--- config.mk ---
export PLATFORM = sky130hd
export DESIGN_NAME = max_frame_serializer_flat
export DESIGN_NICKNAME = d
export VERILOG_FILES = /design/src/rtl/max_frame_serializer_if.sv /design/src/rtl/max_frame_serializer.sv /design/src/flat_wrapper.sv
export SDC_FILE = /design/constraint.sdc
export NUM_CORES = 1
export LEC_CHECK = 0
export BUFFER_PORTS_ARGS = -buffer_cell sky130_fd_sc_hd__buf_2
export CAP_MARGIN = 20
export CORE_ASPECT_RATIO = 1.1
export CORE_MARGIN = 2
export CORE_UTILIZATION = 60
export CTS_CLUSTER_DIAMETER = 40
export DETAILED_ROUTE_END_ITERATION = 8
export GPL_TIMING_DRIVEN = 0
export PLACE_DENSITY = 0.78
export SYNTH_ARGS = -nofsm -noshare
export SYNTH_HDL_FRONTEND = slang
export SYNTH_SLANG_ARGS = --single-unit
--- constraint.sdc ---
create_clock -name clk -period 2.83 [get_ports clk]
set_input_delay 0.566 -clock clk [delete_from_list [all_inputs] [get_ports clk]]
set_output_delay 0.566 -clock clk [all_outputs]
set_load 0.01 [all_outputs]
--- src/rtl/max_frame_serializer_if.sv ---
// Parallel word handshake feeding max_frame_serializer: a word moves on a rising
// edge where in_valid && in_ready; in_data must hold steady while in_valid waits.
interface max_frame_serializer_if #(
  parameter int WIDTH = 16
) ();
  logic [WIDTH-1:0] in_data;
  logic             in_valid;
  logic             in_ready;

  modport master (output in_data, output in_valid, input in_ready);
  modport slave  (input in_data, input in_valid, output in_ready);
endinterface

--- src/rtl/max_frame_serializer.sv ---
// Buffers WIDTH-bit words in a DEPTH-entry FIFO and emits each as a start-flagged serial frame.
// Define MFS_LSB_FIRST_EN for LSB-first frames; the default build sends MSB first.
module max_frame_serializer #(
  parameter int WIDTH = 16,
  parameter int DEPTH = 4
) (
  input  logic                   clk,
  input  logic                   rst_n,
  max_frame_serializer_if.slave  up,
  output logic                   start,
  output logic                   din,
  output logic                   busy,
  output logic                   dbg_state
);
  localparam int AW = (DEPTH > 1) ? $clog2(DEPTH) : 1;
  localparam int CW = (WIDTH > 1) ? $clog2(WIDTH) : 1;

  typedef enum logic {IDLE = 1'b0, SHIFT = 1'b1} state_t;

  state_t           state, state_nx;
  logic [WIDTH-1:0] mem [DEPTH];
  logic [AW-1:0]    wr_ptr, rd_ptr;
  logic [AW:0]      count, count_nx;
  logic [WIDTH-1:0] shreg, shreg_nx, shifted, head;
  logic [CW-1:0]    cnt, cnt_nx;
  logic             start_i, start_i_nx, bit_i, bit_i_nx;
  logic             push, pop, load, full, empty, first_bit, next_bit;

  assign full        = (count == (AW+1)'(DEPTH));
  assign empty       = (count == '0);
  assign up.in_ready = !full;
  assign push        = up.in_valid && !full;
  assign head        = mem[rd_ptr];
  assign dbg_state   = state;

`ifdef MFS_LSB_FIRST_EN
  assign shifted   = shreg >> 1;
  assign first_bit = head[0];
  assign next_bit  = shifted[0];
`else
  assign shifted   = shreg << 1;
  assign first_bit = head[WIDTH-1];
  assign next_bit  = shifted[WIDTH-1];
`endif

  // A frame's last bit and the next frame's load share one cycle, so frames are gapless.
  always_comb begin
    state_nx   = state;
    shreg_nx   = shreg;
    cnt_nx     = cnt;
    start_i_nx = 1'b0;
    bit_i_nx   = 1'b0;
    load       = 1'b0;
    case (state)
      IDLE: load = !empty;
      SHIFT: begin
        if (cnt != '0) begin
          shreg_nx = shifted;
          bit_i_nx = next_bit;
          cnt_nx   = cnt - CW'(1);
        end else if (!empty) begin
          load = 1'b1;
        end else begin
          state_nx = IDLE;
        end
      end
      default: state_nx = IDLE;
    endcase
    if (load) begin
      shreg_nx   = head;
      cnt_nx     = CW'(WIDTH - 1);
      start_i_nx = 1'b1;
      bit_i_nx   = first_bit;
      state_nx   = SHIFT;
    end
  end

  assign pop = load;

  always_comb begin
    count_nx = count;
    case ({push, pop})
      2'b10:   count_nx = count + (AW+1)'(1);
      2'b01:   count_nx = count - (AW+1)'(1);
      default: count_nx = count;
    endcase
  end

  always_ff @(posedge clk or negedge rst_n) begin
    if (!rst_n) begin
      state   <= IDLE;
      shreg   <= '0;
      cnt     <= '0;
      start_i <= 1'b0;
      bit_i   <= 1'b0;
      count   <= '0;
      wr_ptr  <= '0;
      rd_ptr  <= '0;
      busy    <= 1'b0;
    end else begin
      state   <= state_nx;
      shreg   <= shreg_nx;
      cnt     <= cnt_nx;
      start_i <= start_i_nx;
      bit_i   <= bit_i_nx;
      count   <= count_nx;
      if (push) wr_ptr <= wr_ptr + AW'(1);
      if (pop)  rd_ptr <= rd_ptr + AW'(1);
      busy    <= (state_nx == SHIFT) || (count_nx != '0);
    end
  end

  always_ff @(posedge clk) begin
    if (push) mem[wr_ptr] <= up.in_data;
  end

  // Serial outputs move on the falling edge so the detector samples them mid-bit.
  always_ff @(negedge clk or negedge rst_n) begin
    if (!rst_n) begin
      start <= 1'b0;
      din   <= 1'b0;
    end else begin
      start <= start_i;
      din   <= bit_i;
    end
  end
endmodule

--- src/flat_wrapper.sv ---
// flat-port wrapper written by rule: the top's interface ports become plain ports
module max_frame_serializer_flat 
#(
  parameter int WIDTH = 16,
  parameter int DEPTH = 4
)
  (clk, rst_n, start, din, busy, dbg_state, up_in_data, up_in_valid, up_in_ready);
  max_frame_serializer_if #(.WIDTH(WIDTH)) up_i ();
  input  logic clk;
  input  logic rst_n;
  output logic start;
  output logic din;
  output logic busy;
  output logic dbg_state;
  input wire logic [$bits(up_i.in_data)-1:0] up_in_data;
  input wire logic [$bits(up_i.in_valid)-1:0] up_in_valid;
  output wire logic [$bits(up_i.in_ready)-1:0] up_in_ready;
  assign up_i.in_data = up_in_data;
  assign up_i.in_valid = up_in_valid;
  assign up_in_ready = up_i.in_ready;
  max_frame_serializer #(.WIDTH(WIDTH), .DEPTH(DEPTH)) u_core (.clk(clk), .rst_n(rst_n), .up(up_i), .start(start), .din(din), .busy(busy), .dbg_state(dbg_state));
endmodule
==> results.yml, run 1 <==
detailed_routing:
  wl_per_cell_um: 17.1
  via_per_inst: 5.50
  wl_met2_um: 3040
  routed.top_layer: "met4"
  met3_length_um: 187
  drtAntennaViolNets: 0
  wirelength_um: 6080
  drt-met1-wl_um: 2760
  vias: 1952
  drc: 0
  firstDrtPassIters: 4
  drt_iter0_markers: 124
hold_path:
  hold_path.class: "input port to asynchronous set/reset pin"
clock_tree:
  hold_buffers: 0
  htreeDepth: 3
  cts_tree: "built"
  cts_root_buf: "clkbuf_8"
  clock_path_buffers: 2
  cts_setup_buffers: 0
  clock_sinks: 96
  clkLatencyLatePin_ns: 0.36
  numCtsBuffers: 9
  path_clk_slew_ns: 0.09
synth:
  synth-edff-count: 64
  netlist_area_um2: 3890
  avgSynthCellArea_um2: 16.5
  synth-async-reset-ratio_pct: 33.3
  synth_most_common_cell: "edfxtp_1"
  synthCells: 236
  synth_top_area_share_pct: 49.4
  synth_largest_area_cell: "edfxtp_1"
  synth.net_count: 263
  synth_flop_cell: "edfxtp_1"
  synth_cell_types: 31
  synth-seq-cells: 96
  ys_top_cells_by_count: "64 x edfxtp_1, 31 x a21oi_1, 30 x dfrtp_1"
  yosys_warnings: 0
  synth.area.top_cells: "edfxtp_1 49%, dfrtp_1 19%, mux4_1 6.8%"
  ys_seq_area_share_pct: 70.0
timing:
  fin_skew_ns: 0.0189
  hold_viol: 0
  max_slew_margin_pct: 40.5
  drv_slew: 0
  rsz0062_at_grt: "true"
  timing.final.ws_setup_ns: 0.00585
  setup-violations-final: 0
  worstMarginPinSlew_ns: 0.893
  whs_ns: 0.249
global_route:
  globalRouteTotalUtil_pct: 19.2
  antenna_found_initial: 0
  grt_pass1_vias: 1974
  grt_max_degree: 33
  grt.overflow.total: 0
  grt_first_pass_wirelength_um: 9670
cells_and_area:
  nets: 297
  final_cells: 355
  n_antenna_cell: 0
  design_area_um2: 4290
  drive_gt1_share_pct: 22.2
  syn_to_final_growth_pct: 10.2
  post-route-util_pct: 68.8
power:
  ir_drop_mv: 0.474
  netSwitchingPower_uw: 1310
  p_clk_share_pct: 20.1
  p_per_area_nw_per_um2: 952
  pwr-share-comb_pct: 29.8
  internal_power_uw: 2770
  leakagePower_uw: 0.00173
  switching_share_pct: 32.1
  p_seq_share_pct: 50.1
run:
  cap_violations: 0
critical_path:
  critical_path.top_delay_family: "flip-flops"
  crit_type: "flop to output pin"
  critPathBufInv: 1
  worstSetupEndpointType: "output pin"
  cp.required_ns: 2.26
  cpPeakStageDelay_ns: 0.38
  cp-start-kind: "flop"
  slowest_stage: "dfrtn_1"
  path_max_fanout: 1
  path_cells: "buf_2"
  cp_data_arrival_time_ns: 2.26
die:
  die_w_um: 80.8
  initial_core_util_pct: 62.4
  pin_count: 24
  rows: 30
  dieArea_um2: 7140
  die_y_um: 88.4
  design.core.area_um2: 6230
place:
  place_congestion: 0.749
  hpwl_um: 3850
  placed_cells: 339
  dpl-instance-area_um2: 4100
  io_buffers: 23
  pre_cts_slack_ns: 0.177
status:
  status: "finished, final reports clean"
[cell families (layout without fill, tap and decap cells)]
| logic type | Yosys count | count (layout) | share of synthesized area [%] |
|---|---|---|---|
| AO/OA/AOI/OAI | 39 | 39 | 6.05 |
| XOR/XNOR | 6 | 6 | 1.35 |
| adder cells (fa/ha/maj) | 8 | 8 | 2.77 |
| buffers and inverters | 20 | 59 | 2.99 |
| flip-flops | 96 | 96 | 70.0 |
| multiplexers | 19 | 19 | 11.1 |
| AND/OR/NAND/NOR | 48 | 48 | 5.76 |
[through the flow]
step | power, µW | setup TNS [ns]
floorplan | 2980 | 0
global placement | 3240 | 0
detailed placement | 3300 | 0
CTS | 4120 | -0.0158
global route | 4330 | -0.0809
finish | 4080 | 0
[cell usage in the layout (no fill, tap or decap), types with 3 or more instances in the layout]
| cell | synthesis | layout |
|---|---|---|
| nor2_1 | 17 | 17 |
| ha_1 | 7 | 7 |
| buf_2 | 6 | 29 |
| mux4_2 | 6 | 6 |
| xnor2_1 | 3 | 3 |
| inv_1 | 9 | 9 |
| edfxtp_1 | 64 | 64 |
| inv_6 | 0 | 3 |
| dfrtp_1 | 30 | 30 |
| clkbuf_8 | 0 | 9 |
| xor2_1 | 3 | 3 |
| o31a_1 | 3 | 3 |
| buf_6 | 4 | 4 |
| nand2_1 | 18 | 18 |
| mux4_1 | 10 | 10 |
| a21oi_1 | 31 | 31 |
| nand3_1 | 3 | 3 |
| and3_1 | 4 | 4 |
[path summary, 6_finish.rpt]
path | to | slack (ns) | start | cells after the start
max reg2reg | u_core.busy | 0.21 | u_core.cnt[0] | 11
max | start | 0.006 | u_core.start | 1
max in group asynchronous | u_core.din | 0.77 | rst_n | 1
min in group clk | u_core.mem[0][14] | 0.41 | up_in_data[14] | 1
min reg2reg | u_core.shreg[0] | 0.53 | u_core.shreg[0] | 2
min | u_core.shreg[10] | 0.25 | rst_n | 1
[timing repair]
| action | CTS | global route |
|---|---|---|
| setup endpoints to repair | 2 | 3 |
| cloned | 0 | 0 |
| gates resized for setup | 0 | 1 |
[area by class of cell]
type                       count  area (µm²)
sequential                    96        2720
fill                         428        1940
multi-input combinational    120        1050
clock buffer                  10         128
timing repair buffer          23         115
tap                           80         100
buffer                        11        82.6
clock inverter                 6        50.0
inverter                       9        33.8
[routing by layer]
metal  GRT usage, %  vias to the layer above
li1               -                      953
met1           26.2                      961
met2           29.8                       31
met3           5.51                        7
met4           7.40                        0
met5              0                        -
[state kept, by name, indices dropped and copies added, names as in the netlist]
register and flops:
u_core.mem 64, u_core.cnt 4, u_core.start 1, u_core.din 1
u_core.busy 1, u_core.start_i 1, u_core.bit_i 1, u_core.rd_ptr 2
u_core.count 3, u_core.dbg_state 1, u_core.wr_ptr 2, u_core.shreg 15
[power by group through the flow]
| stage | combinational [µW] | clock [µW] | sequential (µW) |
|---|---|---|---|
| after floorplan | 943 | 0 | 2030 |
| after global placement | 1180 | 0 | 2060 |
| after detailed placement | 1220 | 0 | 2080 |
| after CTS | 1230 | 839 | 2050 |
| after global routing | 1360 | 897 | 2080 |
| final | 1220 | 819 | 2040 |
Note: power is estimated with default switching activity, not from simulation.
==> inputs of run 2 (changes only) <==
ABC_AREA = 1   (was not set)
HOLD_SLACK_MARGIN = 0.03   (was not set)
==> results.yml, run 2 <==
die:
  design.core.area_um2: 6670
  die_y_um: 91.5
  pin_count: 24
  rows: 31
  initial_core_util_pct: 62.6
  die_w_um: 83.6
  dieArea_um2: 7650
timing:
  hold_viol: 0
  worstMarginPinSlew_ns: 0.695
  max_slew_margin_pct: 53.6
  rsz0062_at_grt: "true"
  setup-violations-final: 0
  fin_skew_ns: 0.0173
  setup-tns-final_ns: 0
  drv_slew: 0
synth:
  synth_flop_cell: "edfxtp_1"
  synthCells: 410
  synth_largest_area_cell: "edfxtp_1"
  ys_top_cells_by_count: "122 x nand2_1, 73 x inv_1, 64 x edfxtp_1"
  synth.area.top_cells: "edfxtp_1 46%, dfrtp_1 18%, nand2_1 11%"
  synth-seq-cells: 96
  synth-async-reset-ratio_pct: 33.3
  synth_top_area_share_pct: 46.0
  synth_most_common_cell: "nand2_1"
  netlist_area_um2: 4180
  synth-edff-count: 64
  synth.net_count: 437
  yosys_warnings: 0
  ys_seq_area_share_pct: 65.1
  synth_cell_types: 23
  avgSynthCellArea_um2: 10.2
clock_tree:
  ctsResizeCount: 0
  cts_setup_buffers: 0
  cts_root_buf: "clkbuf_8"
  path_clk_slew_ns: 0.10
  htreeDepth: 3
  cts_tree: "built"
  clock_sinks: 96
  clkLatencyLatePin_ns: 0.36
  hold_buffers: 0
  clock_path_buffers: 2
  numCtsBuffers: 9
global_route:
  grt.overflow.total: 0
  globalRouteTotalUtil_pct: 22.8
  grt_pass1_vias: 2878
  grt_max_degree: 33
  antenna_found_initial: 0
  grt_first_pass_wirelength_um: 13400
cells_and_area:
  final_cells: 535
  reg.largest.list: "u_core.mem x64, u_core.shreg x15, u_core.cnt x4"
  layout_commonest_cell: "nand2_1"
  drive_gt1_share_pct: 15.7
  nets: 475
  syn_to_final_growth_pct: 11.4
  mostFrequentLayoutCells: "122 x nand2_1, 73 x inv_1, 64 x edfxtp_1, 62 x nand3_1"
  top_register: "u_core.mem"
  largest_reg_flops: 64
  n_antenna_cell: 0
  design_area_um2: 4660
  fillers: 524
run:
  cap_violations: 0
detailed_routing:
  drc: 0
  wirelength_um: 7900
  firstDrtPassIters: 4
  wl_per_cell_um: 14.8
  drt_iter0_markers: 210
  drtAntennaViolNets: 0
  via_per_inst: 5.20
  vias: 2781
place:
  placed_cells: 519
  place_congestion: 0.796
  io_buffers: 23
  dpl-instance-area_um2: 4470
  hpwl_um: 5320
critical_path:
  cp.required_ns: 2.26
  path_cells: "buf_2"
  crit_type: "flop to output pin"
  path_max_fanout: 1
  cp_data_arrival_time_ns: 2.26
  critical_path.top_delay_family: "flip-flops"
  cp-start-kind: "flop"
  cpPeakStageDelay_ns: 0.39
  slowest_stage: "dfrtn_1"
  worstSetupEndpointType: "output pin"
  critPathBufInv: 1
power:
  ir_drop_mv: 0.501
  p_total_uw: 4520
  p_per_area_nw_per_um2: 972
  leakagePower_uw: 0.00219
hold_path:
  hold_path.class: "input port to asynchronous set/reset pin"
status:
  status: "finished, final reports clean"
[run 2: kinds of logic (layout without fill, tap and decap cells)]
family,count (synthesis),in the layout,synth area share (%)
adder cells (fa/ha/maj),8,8,2.57
buffers and inverters,92,135,9.19
XOR/XNOR,5,5,1.05
flip-flops,96,96,65.1
AO/OA/AOI/OAI,13,13,2.07
AND/OR/NAND/NOR,196,196,20.0
[run 2: cell type report]
class | count | area, µm² | share of cell area (%)
tap | 82 | 103 | 2.20
clock buffer | 11 | 153 | 3.28
sequential | 96 | 2720 | 58.5
clock inverter | 5 | 37.5 | 0.806
multi-input combinational | 222 | 1080 | 23.2
inverter | 78 | 293 | 6.29
timing repair buffer | 27 | 175 | 3.76
buffer | 14 | 91.3 | 1.96
[run 2: final timing paths]
kind	start	endpoint	slack (ns)	cells past startpoint
max in group asynchronous	rst_n	u_core.start	0.80	1
min in group clk	up_in_data[12]	u_core.mem[1][12]	0.42	1
worst min register to register	u_core.shreg[5]	u_core.shreg[6]	0.50	2
worst min-delay path	rst_n	u_core.bit_i	0.24	1
worst max register to register	u_core.cnt[0]	u_core.count[2]	0.42	11
worst max-delay path	u_core.din	din	0.0003	1
[run 2: report_power, final]
group | switching, µW | total [µW] | internal (µW)
Combinational | 1100 | 1660 | 562
Clock | 473 | 849 | 377
Sequential | 134 | 2020 | 1880
[run 2: layer usage]
layer | global-route usage [%] | wire (µm) | vias to the layer above
li1 | - | - | 1369
met5 | 0 | 0 | -
met2 | 40.1 | 4110 | 65
met1 | 27.3 | 3360 | 1335
met4 | 9.01 | 118 | 0
met3 | 4.73 | 308 | 12
[run 2: metrics by stage]
step | worst slack (ns) | utilization, % | hold slack [ns]
final | 0.000257 | 69.8 | 0.244
after global routing | -0.0332 | 69.8 | 0.300
after CTS | -0.0147 | 69.8 | 0.267
after detailed placement | 0.358 | 67.0 | 0.486
after global placement | 0.330 | 65.9 | 0.475
after floorplan | 0.437 | - | 0.270
==> inputs of run 3 (changes only) <==
CORE_ASPECT_RATIO = 0.9   (was 1.1)
==> results.yml, run 3 (synthesis results as in run 2) <==
detailed_routing:
  drc: 0
  drt_iter0_markers: 232
  vias: 2827
  via_per_inst: 5.21
  firstDrtPassIters: 4
  wl_per_cell_um: 14.5
  wirelength_um: 7880
  drtAntennaViolNets: 0
cells_and_area:
  syn_to_final_growth_pct: 12.2
  layout_commonest_cell: "nand2_1"
  n_antenna_cell: 0
  reg.largest.list: "u_core.mem x64, u_core.shreg x15, u_core.cnt x4"
  nets: 475
  post-route-util_pct: 70.4
  drive_gt1_share_pct: 15.7
  largest_reg_flops: 64
  final_cells: 543
  top_register: "u_core.mem"
  mostFrequentLayoutCells: "122 x nand2_1, 73 x inv_1, 64 x edfxtp_1, 62 x nand3_1"
place:
  placed_cells: 527
  hpwl_um: 5150
  place_congestion: 0.805
  io_buffers: 23
timing:
  worstMarginPinSlew_ns: 0.685
  setup-violations-final: 0
  setup-tns-final_ns: 0
  max_slew_margin_pct: 54.3
  hold_viol: 0
  drv_slew: 0
  fin_skew_ns: 0.0147
  rsz0062_at_grt: "true"
  whs_ns: 0.244
die:
  initial_core_util_pct: 62.8
  die_w_um: 92.0
  die_y_um: 83.2
  rows: 28
  dieArea_um2: 7650
  pin_count: 24
  design.core.area_um2: 6660
status:
  status: "finished, final reports clean"
clock_tree:
  cts_tree: "built"
  hold_buffers: 0
  clkLatencyLatePin_ns: 0.35
  path_clk_slew_ns: 0.09
  htreeDepth: 3
  clock_sinks: 96
  ctsResizeCount: 0
  numCtsBuffers: 9
  clock_path_buffers: 2
  cts_root_buf: "clkbuf_8"
critical_path:
  critPathBufInv: 1
  critical_path.top_delay_family: "flip-flops"
  path_max_fanout: 1
  cp_data_arrival_time_ns: 2.25
  crit_type: "flop to output pin"
  cp.required_ns: 2.26
  rr_worst_depth: 11
  path_cells: "buf_2"
  slowest_stage: "dfrtn_1"
  cp-start-kind: "flop"
  cp.depth: 1
  worstSetupEndpointType: "output pin"
  cpPeakStageDelay_ns: 0.38
power:
  ir_drop_mv: 0.550
  leakagePower_uw: 0.00220
  p_per_area_nw_per_um2: 985
hold_path:
  hold_path.class: "input port to asynchronous set/reset pin"
global_route:
  grt_first_pass_wirelength_um: 13300
  antenna_found_initial: 0
  grt_pass1_vias: 2783
  grt_max_degree: 33
  grt.overflow.total: 0
  globalRouteTotalUtil_pct: 22.7
run:
  cap_violations: 0
-- run 3: routing by layer --
metal  track usage, %  wire length [µm]
met1             30.3              3450
met2             36.8              3890
met3             6.99               468
met4             5.97                72
met5                0                 0
-- run 3: final cells by class --
| cell class | count | area [µm²] |
|---|---|---|
| timing repair buffer | 27 | 175 |
| sequential | 96 | 2720 |
| inverter | 78 | 293 |
| clock inverter | 6 | 83.8 |
| tap | 90 | 113 |
| multi-input combinational | 222 | 1080 |
| fill | 511 | 1970 |
| buffer | 14 | 91.3 |
| clock buffer | 10 | 128 |
-- run 3: final timing paths --
kind                                 startpoint                to  slack, ns
worst max register to register    u_core.cnt[0]       u_core.busy       0.43
min in group clk                  up_in_data[3]  u_core.mem[0][3]       0.42
max in group asynchronous                 rst_n      u_core.start       0.80
worst max-delay path                 u_core.din               din       0.02
worst min-delay path                      rst_n   u_core.shreg[4]       0.24
worst min register to register  u_core.shreg[1]   u_core.shreg[2]       0.50
-- run 3: per-stage QoR --
step,cell area [µm²],total power (µW),worst slack (ns)
after floorplan,4180,3180,0.437
after global placement,4410,3570,0.370
after detailed placement,4480,3710,0.364
after CTS,4690,4650,-0.000772
after global routing,4690,4950,-0.0287
final,4690,4620,0.0169
-- run 3: what timing repair did --
| action | 4_1_cts | 5_1_grt |
|---|---|---|
| setup endpoints to repair | 2 | 2 |
| buffers inserted | 0 | 0 |
| hold endpoints to repair | 0 | 0 |
-- run 3: where the power goes --
part	internal, µW	switching, µW	leakage [µW]	total (µW)
logic	564	1100	0.00111	1670
registers	1880	134	0.000985	2020
clock network	494	443	0.000106	937
